## src/rtl/sync_fifo_param_if.sv

```systemverilog
// Producer/consumer bus of the parametrised single-clock FIFO.
// The master drives the write data and the wr/rd requests. The slave (the FIFO) returns data and status.
interface sync_fifo_param_if #(
  parameter int DATA_W = 8,
  parameter int DEPTH  = 16
);
  localparam int CNT_W = $clog2(DEPTH) + 1;

  logic [DATA_W-1:0] din;
  logic              wr;
  logic              rd;
  logic [DATA_W-1:0] dout;
  logic              valid;
  logic              full;
  logic              empty;
  logic              almost_full;
  logic              almost_empty;
  logic [CNT_W-1:0]  count;
  logic              overflow;
  logic              underflow;

  modport master (
    output din, wr, rd,
    input  dout, valid, full, empty, almost_full, almost_empty, count, overflow, underflow
  );

  modport slave (
    input  din, wr, rd,
    output dout, valid, full, empty, almost_full, almost_empty, count, overflow, underflow
  );
endinterface

```

## src/rtl/sync_fifo_param.sv

```systemverilog
// Parametrised single-clock FIFO with occupancy count, almost-full/almost-empty
// thresholds, and overflow/underflow pulses. It offers a registered read mode or a
// first-word-fall-through read mode.
module sync_fifo_param #(
  parameter int DATA_W    = 8,
  parameter int DEPTH     = 16,
  parameter int AF_THRESH = DEPTH - 2,
  parameter int AE_THRESH = 2,
  parameter bit FWFT      = 1'b0
) (
  input  logic               clk,
  input  logic               rst,
  sync_fifo_param_if.slave   bus
);
  localparam int PTR_W = $clog2(DEPTH);
  localparam int CNT_W = PTR_W + 1;

  logic [DATA_W-1:0] mem [DEPTH];

  logic [PTR_W-1:0]  wptr_q, wptr_d;
  logic [PTR_W-1:0]  rptr_q, rptr_d;
  logic [CNT_W-1:0]  count_q, count_d;
  logic [DATA_W-1:0] dout_q, dout_d;
  logic              valid_q, valid_d;
  logic              overflow_q, overflow_d;
  logic              underflow_q, underflow_d;

  logic full, empty, wr_acc, rd_acc;
  logic [DATA_W-1:0] head;

  // The status flags and the accept decisions come only from the registered count.
  assign full   = (count_q == CNT_W'(DEPTH));
  assign empty  = (count_q == '0);
  assign wr_acc = bus.wr && !full;
  assign rd_acc = bus.rd && !empty;
  assign head   = mem[rptr_q];

  // Compute the next pointers, the next occupancy, the read-data register and the error pulses.
  always_comb begin
    // NOTE: every variable gets a default first, so no path through the block infers a latch.
    wptr_d      = wptr_q;
    rptr_d      = rptr_q;
    count_d     = count_q;
    dout_d      = dout_q;
    valid_d     = 1'b0;
    overflow_d  = bus.wr && full;
    underflow_d = bus.rd && empty;
    if (wr_acc) wptr_d = wptr_q + PTR_W'(1);
    if (rd_acc) begin
      rptr_d  = rptr_q + PTR_W'(1);
      dout_d  = head;
      valid_d = 1'b1;
    end
    case ({wr_acc, rd_acc})
      2'b10:   count_d = count_q + CNT_W'(1);
      2'b01:   count_d = count_q - CNT_W'(1);
      default: count_d = count_q;
    endcase
  end

  // Control state register. A synchronous reset overrides any wr/rd in the same cycle.
  always_ff @(posedge clk) begin
    // NOTE: sequential state uses non-blocking assignments, so every flop samples the values from before the edge.
    if (rst) begin
      wptr_q      <= '0;
      rptr_q      <= '0;
      count_q     <= '0;
      dout_q      <= '0;
      valid_q     <= 1'b0;
      overflow_q  <= 1'b0;
      underflow_q <= 1'b0;
    end else begin
      wptr_q      <= wptr_d;
      rptr_q      <= rptr_d;
      count_q     <= count_d;
      dout_q      <= dout_d;
      valid_q     <= valid_d;
      overflow_q  <= overflow_d;
      underflow_q <= underflow_d;
    end
  end

  // Storage array, written on an accepted write.
  always_ff @(posedge clk) begin
    // NOTE: the data array has no reset, so it can map onto plain RAM. Stale contents are never presented as valid.
    if (!rst && wr_acc) mem[wptr_q] <= bus.din;
  end

  assign bus.dout         = FWFT ? head : dout_q;
  assign bus.valid        = FWFT ? !empty : valid_q;
  assign bus.full         = full;
  assign bus.empty        = empty;
  assign bus.almost_full  = (count_q >= CNT_W'(AF_THRESH));
  assign bus.almost_empty = (count_q <= CNT_W'(AE_THRESH));
  assign bus.count        = count_q;
  assign bus.overflow     = overflow_q;
  assign bus.underflow    = underflow_q;
endmodule
```

## src/flat_wrapper.sv

```systemverilog
// flat-port wrapper written by rule: the top's interface ports become plain ports
module sync_fifo_param_flat 
#(
  parameter int DATA_W    = 8,
  parameter int DEPTH     = 16,
  parameter int AF_THRESH = DEPTH - 2,
  parameter int AE_THRESH = 2,
  parameter bit FWFT      = 1'b0
)
  (clk, rst, bus_din, bus_wr, bus_rd, bus_dout, bus_valid, bus_full, bus_empty, bus_almost_full, bus_almost_empty, bus_count, bus_overflow, bus_underflow);
  sync_fifo_param_if #(.DATA_W(DATA_W), .DEPTH(DEPTH)) bus_i ();
  input  logic clk;
  input  logic rst;
  input wire logic [$bits(bus_i.din)-1:0] bus_din;
  input wire logic [$bits(bus_i.wr)-1:0] bus_wr;
  input wire logic [$bits(bus_i.rd)-1:0] bus_rd;
  output wire logic [$bits(bus_i.dout)-1:0] bus_dout;
  output wire logic [$bits(bus_i.valid)-1:0] bus_valid;
  output wire logic [$bits(bus_i.full)-1:0] bus_full;
  output wire logic [$bits(bus_i.empty)-1:0] bus_empty;
  output wire logic [$bits(bus_i.almost_full)-1:0] bus_almost_full;
  output wire logic [$bits(bus_i.almost_empty)-1:0] bus_almost_empty;
  output wire logic [$bits(bus_i.count)-1:0] bus_count;
  output wire logic [$bits(bus_i.overflow)-1:0] bus_overflow;
  output wire logic [$bits(bus_i.underflow)-1:0] bus_underflow;
  assign bus_i.din = bus_din;
  assign bus_i.wr = bus_wr;
  assign bus_i.rd = bus_rd;
  assign bus_dout = bus_i.dout;
  assign bus_valid = bus_i.valid;
  assign bus_full = bus_i.full;
  assign bus_empty = bus_i.empty;
  assign bus_almost_full = bus_i.almost_full;
  assign bus_almost_empty = bus_i.almost_empty;
  assign bus_count = bus_i.count;
  assign bus_overflow = bus_i.overflow;
  assign bus_underflow = bus_i.underflow;
  sync_fifo_param #(.DATA_W(DATA_W), .DEPTH(DEPTH), .AF_THRESH(AF_THRESH), .AE_THRESH(AE_THRESH), .FWFT(FWFT)) u_core (.clk(clk), .rst(rst), .bus(bus_i));
endmodule
```

## config.mk

```make
export PLATFORM = sky130hd
export DESIGN_NAME = sync_fifo_param_flat
export DESIGN_NICKNAME = d
export VERILOG_FILES = /design/src/rtl/sync_fifo_param_if.sv /design/src/rtl/sync_fifo_param.sv /design/src/flat_wrapper.sv
export SDC_FILE = /design/constraint.sdc
export NUM_CORES = 1
export LEC_CHECK = 0
export CORE_UTILIZATION = 25
export CTS_BUF_LIST = sky130_fd_sc_hd__clkbuf_16
export DETAILED_ROUTE_END_ITERATION = 12
export PLACE_DENSITY_LB_ADDON = 0.1
export SLEW_MARGIN = 10
export SYNTH_ARGS = -nofsm -noshare
export SYNTH_HDL_FRONTEND = slang
export SYNTH_SLANG_ARGS = --single-unit
```

## constraint.sdc

```tcl
create_clock -name clk -period 3.2 [get_ports clk]
set_input_delay 0.64 -clock clk [delete_from_list [all_inputs] [get_ports clk]]
set_output_delay 0.64 -clock clk [all_outputs]
set_load 0.005 [all_outputs]
```

==> metrics.yaml, run 1 <==
post_cts_buffers: 0
ir_worst_vdd_mv: 0.306
antenna_left: 0
seqPwrFrac: 0.427
cellLeakagePower_nw: 2.44
drt_iter0_drc: 223
p_sw_mw: 1.49
design_area_sq_um: 7580
period_needed_ps: 2850
setup_viol: 0
tns_ps: 0
die_area_sq_um: 25200
post_synth_instance_area_sq_um: 6150
cts-root-buf: "clkbuf_16"
syn-instance-count: 348
grt_pass1_vias: 3454
wirelength_mm: 14.1
drv_slew: 0
mostFrequentLayoutCells: "edfxtp_1 (128), mux4_2 (32), clkdlybuf4s50_1 (31), buf_4 (30), nor2_1 (26)"
combPwrFrac: 0.208
num_vias: 3245
crit_chain: "or4_4, o21ai_4, inv_2, ha_1, ha_1, a31o_2, a221oi_1, mux2_2"
synth_fp_nets: 368
fmax_ghz: 0.351
crit_family: "compound AO/OA/AOI/OAI gates"
cts_buffers: 17
initial_core_util: 0.254
crit_path_max_fanout: 6
grt_start_max_net_pins: 35
routedWlPerCell_um: 18.9
hold_violations: 0
yosys_warnings: 0
cp_common_cell: "ha_1"
placed_area_sq_um: 6990
area_growth_pct: 23.3
critPathKind: "reg2reg"
synth.distinct_cells: 44
grt-ovfl-total: 0
grt_pass1_wl_mm: 21.8
p_per_area_nw_per_um2: 726
synth_ff_type: "edfxtp_1"
clockBufferDepth: 2
ys_seq_area_frac: 0.703
worst_setup_path_end_kind: "flip-flop"
synth_edf_count: 128
cts_max_level: 4
internal_power_mw: 4.02
nNetsFinal: 427
rsz0062_at_grt: "false"
startpoint_type: "flip-flop"
required_ps: 3500
outcome: "finished clean"
hold_buffers: 0
grt_usage: 0.119
whs_ps: 518
yosys_register_bits: 152
critical_path_buf_inv_count: 1
fin_crit_sh: 0.890
clkTransAtPathRegs_ps: 60
viasPerCell: 4.36
cts_tree: "yes"
chipHeight_um: 159
fp.coreArea_sq_um: 24200
dieWidth_um: 159
portBuffers: 31
antenna_cells: 0
io_pins: 32
routabilityCongestion: 0.750
maxCapViolCount: 0
worst-slew-pin-transition_ps: 599
crit_path_top_delay_cell: "or4_4"
insertion_delay_ps: 410
clock-sinks: 152
cts.repair.resized: 0
cp_slowest_stage_delay_ps: 600
finClkSkew_ps: 9.18
min-delay-path-class: "reg2reg"
first_pass_iters: 4
drc: 0
clockPowerShare: 0.365
fillers: 2390
cp.arrival_ps: 3150
rows: 57
avgSynthCellArea_sq_um: 17.7
fin_total_pwr_mw: 5.50
swShare: 0.270
hpwl_mm: 8.95
grt_antenna_before_repair: 0
drive_above_1_share: 0.245
async_flop_share: 0
slew_headroom: 0.599
layout_commonest_cell: "edfxtp_1"
-- Yosys cell counts, types with 6 or more instances --
cell type	count	area, sq um
dfxtp_1	24	480
nor3_1	8	40.0
edfxtp_1	128	3840
nor2_1	26	97.6
inv_1	6	22.5
ha_1	8	100
mux4_2	32	721
nand2_1	12	45.0
o221ai_1	8	70.1
buf_2	9	45.0
clkbuf_1	8	30.0
nand3b_1	8	60.1
mux2i_1	18	180
-- area by class of cell --
| cell class | count | area, sq um | area share |
|---|---|---|---|
| inverters | 7 | 26.3 | 0.00347 |
| clock inverters | 15 | 163 | 0.0215 |
| repair buffers | 62 | 556 | 0.0733 |
| well taps | 324 | 405 | 0.0535 |
| multi-input cells | 167 | 1680 | 0.222 |
| flip-flops and latches | 152 | 4330 | 0.570 |
| clock buffers | 17 | 425 | 0.0561 |
-- per-layer routing --
layer | GRT usage | vias to the layer above | routed length (um)
met5 | 0 | - | 0
met4 | 0.0327 | 0 | 125
met2 | 0.194 | 63 | 6890
met1 | 0.157 | 1675 | 6430
met3 | 0.0313 | 8 | 633
li1 | - | 1499 | -
-- kinds of logic after synthesis --
group | synth area share
simple gates | 0.0608
buf+inv | 0.0232
flops | 0.703
compound gates | 0.0362
mux | 0.150
fa+ha+maj | 0.0163
xor+xnor | 0.00997
-- metrics by stage --
stage                     utilization  cells  worst slack (ps)
after floorplan                     -    348               410
after detailed placement        0.288    712              85.9
final                           0.313    744               353
after global placement          0.288    712               141
after global routing            0.313    744               216
after CTS                       0.313    744               344
-- registers in the layout, indices dropped and copies added, names as in the netlist --
register              flops
u_core.bus.count          5
u_core.bus.dout           8
u_core.bus.overflow       1
u_core.bus.underflow      1
u_core.bus.valid          1
u_core.mem              128
u_core.rptr_q             4
u_core.wptr_q             4
-- worst min-delay path, cell delays in order (launching register included) --
cell	delay (ps)
dfxtp_1	350
nand3b_1	80
o221ai_1	60
-- path summary, 6_finish.rpt --
check                              startpoint                                to  slack [ps]  cells after the start
max          u_core.bus.count[0]$_SDFFE_PP0P_  u_core.bus.count[4]$_SDFFE_PP0P_         350                      8
min reg2reg   u_core.bus.dout[3]$_SDFFE_PP0N_   u_core.bus.dout[3]$_SDFFE_PP0N_         520                      2
max reg2reg  u_core.bus.count[0]$_SDFFE_PP0P_  u_core.bus.count[4]$_SDFFE_PP0P_         350                      8
min           u_core.bus.dout[3]$_SDFFE_PP0N_   u_core.bus.dout[3]$_SDFFE_PP0N_         520                      2
-- power by group through the flow --
| stage | clock network, mW | registers (mW) | logic, mW |
|---|---|---|---|
| after floorplan | 0 | 2.36 | 0.679 |
| after global placement | 0 | 2.40 | 1.17 |
| after detailed placement | 0 | 2.40 | 1.17 |
| after CTS | 2.07 | 2.35 | 1.17 |
| after global routing | 2.14 | 2.37 | 1.26 |
| final | 2.01 | 2.35 | 1.15 |
No activity file was read; power rests on OpenSTA's default activity.
==> inputs of run 2 (changes only) <==
--- a/config.mk
+++ b/config.mk
@@ -6,7 +6,7 @@
 export NUM_CORES = 1
 export LEC_CHECK = 0
 export CORE_UTILIZATION = 25
-export CTS_BUF_LIST = sky130_fd_sc_hd__clkbuf_16
+export CTS_BUF_LIST = sky130_fd_sc_hd__clkbuf_4 sky130_fd_sc_hd__clkbuf_8
 export DETAILED_ROUTE_END_ITERATION = 12
 export PLACE_DENSITY_LB_ADDON = 0.1
 export SLEW_MARGIN = 10
==> run 2 against run 1 <==
Net effect: via count up 0.99%; utilization is 0.79 points lower; sequential share of layout area is 1.5 points higher; clock power is 26% lower; worst setup slack better by 20 ps; cell area fell by 2.5%; clock skew grew 3.3 ps; register-to-register slack improved by 20 ps; critical path depth is the same; sequential cell count is the same; final cell count unchanged; die area did not move.
==> metrics.yaml, run 2 (same netlist as run 1, synthesis figures left out) <==
outcome: "finished clean"  # unchanged
cts_buffers: 17  # unchanged
cts_tree: "yes"  # unchanged
grt_antenna_before_repair: 0  # unchanged
dieWidth_um: 159  # unchanged
post-route-util: 0.305  # was 0.313
die_area_sq_um: 25200  # unchanged
use_met1: 0.157  # about the same
regMostFlops: "u_core.mem"  # unchanged
cp.arrival_ps: 3150  # about the same
clockBufferDepth: 2  # unchanged
grt_usage: 0.119  # about the same
largest_reg_flops: 128  # unchanged
rows: 57  # unchanged
maxCapViolCount: 0  # unchanged
fillers: 2409  # was 2390
fin_total_pwr_mw: 4.97  # was 5.50 mW
fp.coreArea_sq_um: 24200  # unchanged
min-delay-path-class: "reg2reg"  # unchanged
grt-ovfl-total: 0  # unchanged
routabilityCongestion: 0.750  # unchanged
drv_slew: 0  # unchanged
drive_above_1_share: 0.245  # unchanged
cts-root-buf: "clkbuf_8"  # was clkbuf_16
viasPerCell: 4.40  # was 4.36
io_pins: 32  # unchanged
drt_iter0_drc: 164  # was 223
rsz0062_at_grt: "false"  # unchanged
nNetsFinal: 427  # unchanged
insertion_delay_ps: 440  # was 410 ps
regToRegSetupSlack_ps: 370  # was 350 ps
initial_core_util: 0.254  # unchanged
area_growth_pct: 20.2  # was 23.3%
worst-slew-pin-transition_ps: 609  # was 599 ps
grtUsageMet2: 0.190  # was 0.194
hold_buffers: 0  # unchanged
period_needed_ps: 2830  # was 2850 ps
first_pass_iters: 6  # was 4
drc: 0  # unchanged
cts.repair.resized: 0  # unchanged
grt_use_met3: 0.0340  # was 0.0313
num_vias: 3277  # was 3245
grt_pass1_wl_mm: 21.7  # was 21.8 mm
chipHeight_um: 159  # unchanged
worst_setup_path_end_kind: "flip-flop"  # unchanged
clock-sinks: 152  # unchanged
crit_path_max_fanout: 6  # unchanged
hold_violations: 0  # unchanged
critPathKind: "reg2reg"  # unchanged
post_cts_buffers: 0  # unchanged
routedWlPerCell_um: 18.9  # about the same
required_ps: 3530  # was 3500 ps
hpwl_mm: 8.95  # unchanged
p_per_area_nw_per_um2: 673  # was 726 nW/um^2
top_usage_layer: "met2"  # unchanged
grt_pass1_vias: 3419  # was 3454
wirelength_mm: 14.1  # about the same
placed_area_sq_um: 6990  # unchanged
pre_cts_ws_ps: 85.9  # unchanged
grt_start_max_net_pins: 35  # unchanged
slew_headroom: 0.592  # was 0.599
worst_slack_ps: 373  # was 353 ps
fmax_ghz: 0.354  # was 0.351 GHz
fin_crit_sh: 0.883  # was 0.890
design_area_sq_um: 7390  # was 7580 sq um
portBuffers: 31  # unchanged
mostFrequentLayoutCells: "edfxtp_1 (128), mux4_2 (32), clkdlybuf4s50_1 (31), buf_4 (30), nor2_1 (26)"  # unchanged
clkTransAtPathRegs_ps: 90  # was 60 ps
antenna_cells: 0  # unchanged
layout_commonest_cell: "edfxtp_1"  # unchanged
antenna_left: 0  # unchanged
ir_worst_vdd_mv: 0.252  # was 0.306 mV
tns_ps: 0  # unchanged
finClkSkew_ps: 12.4  # was 9.18 ps
cellLeakagePower_nw: 2.36  # was 2.44 nW
startpoint_type: "flip-flop"  # unchanged
setup_viol: 0  # unchanged
cts_max_level: 4  # unchanged
run 2: cell types whose count changed in the layout (fill, tap and decap cells not counted):
cell	change
clkbuf_16	-17
clkbuf_8	+17
run 2: layout make-up:
cell class / instances / area [sq um] / area share
clock inverters: 15 / 163 / 0.0220
multi-input cells: 167 / 1680 / 0.228
repair buffers: 62 / 556 / 0.0752
flip-flops and latches: 152 / 4330 / 0.585
clock buffers: 17 / 234 / 0.0317
inverters: 7 / 26.3 / 0.00356
well taps: 324 / 405 / 0.0549
run 2: through the flow:
step	instances	hold WS, ps
after floorplan	348	483
after global placement	712	512
after detailed placement	712	506
after CTS	744	533
after global routing	744	547
final	744	524
run 2: layer usage:
layer  part of all wire  vias up
met3              0.029       11
met5                  0        -
met4              0.013        0
li1                   -     1500
met1               0.47     1717
met2               0.49       49
run 2: path summary, 6_finish.rpt:
| kind | from | endpoint | depth (start not counted) |
|---|---|---|---|
| max | u_core.bus.count[0]$_SDFFE_PP0P_ | u_core.bus.count[4]$_SDFFE_PP0P_ | 8 |
| min | u_core.bus.dout[3]$_SDFFE_PP0N_ | u_core.bus.dout[3]$_SDFFE_PP0N_ | 2 |
| max reg2reg | u_core.bus.count[0]$_SDFFE_PP0P_ | u_core.bus.count[4]$_SDFFE_PP0P_ | 8 |
| min reg2reg | u_core.bus.dout[3]$_SDFFE_PP0N_ | u_core.bus.dout[3]$_SDFFE_PP0N_ | 2 |
run 2: critical path, stage by stage, from the launching register on:
cell      delay, ps
dfxtp_1         320
or4_4           590
o21ai_4         160
inv_2            80
ha_1            250
ha_1            360
a31o_2          250
a221oi_1        330
mux2_2          370
run 2: where the power goes:
group	internal [mW]	leakage, nW	total, mW	switching [mW]
clock network	0.710	0.197	1.48	0.769
registers	2.25	1.35	2.35	0.0941
logic	0.594	0.809	1.14	0.551
total	3.56	2.36	4.97	1.41
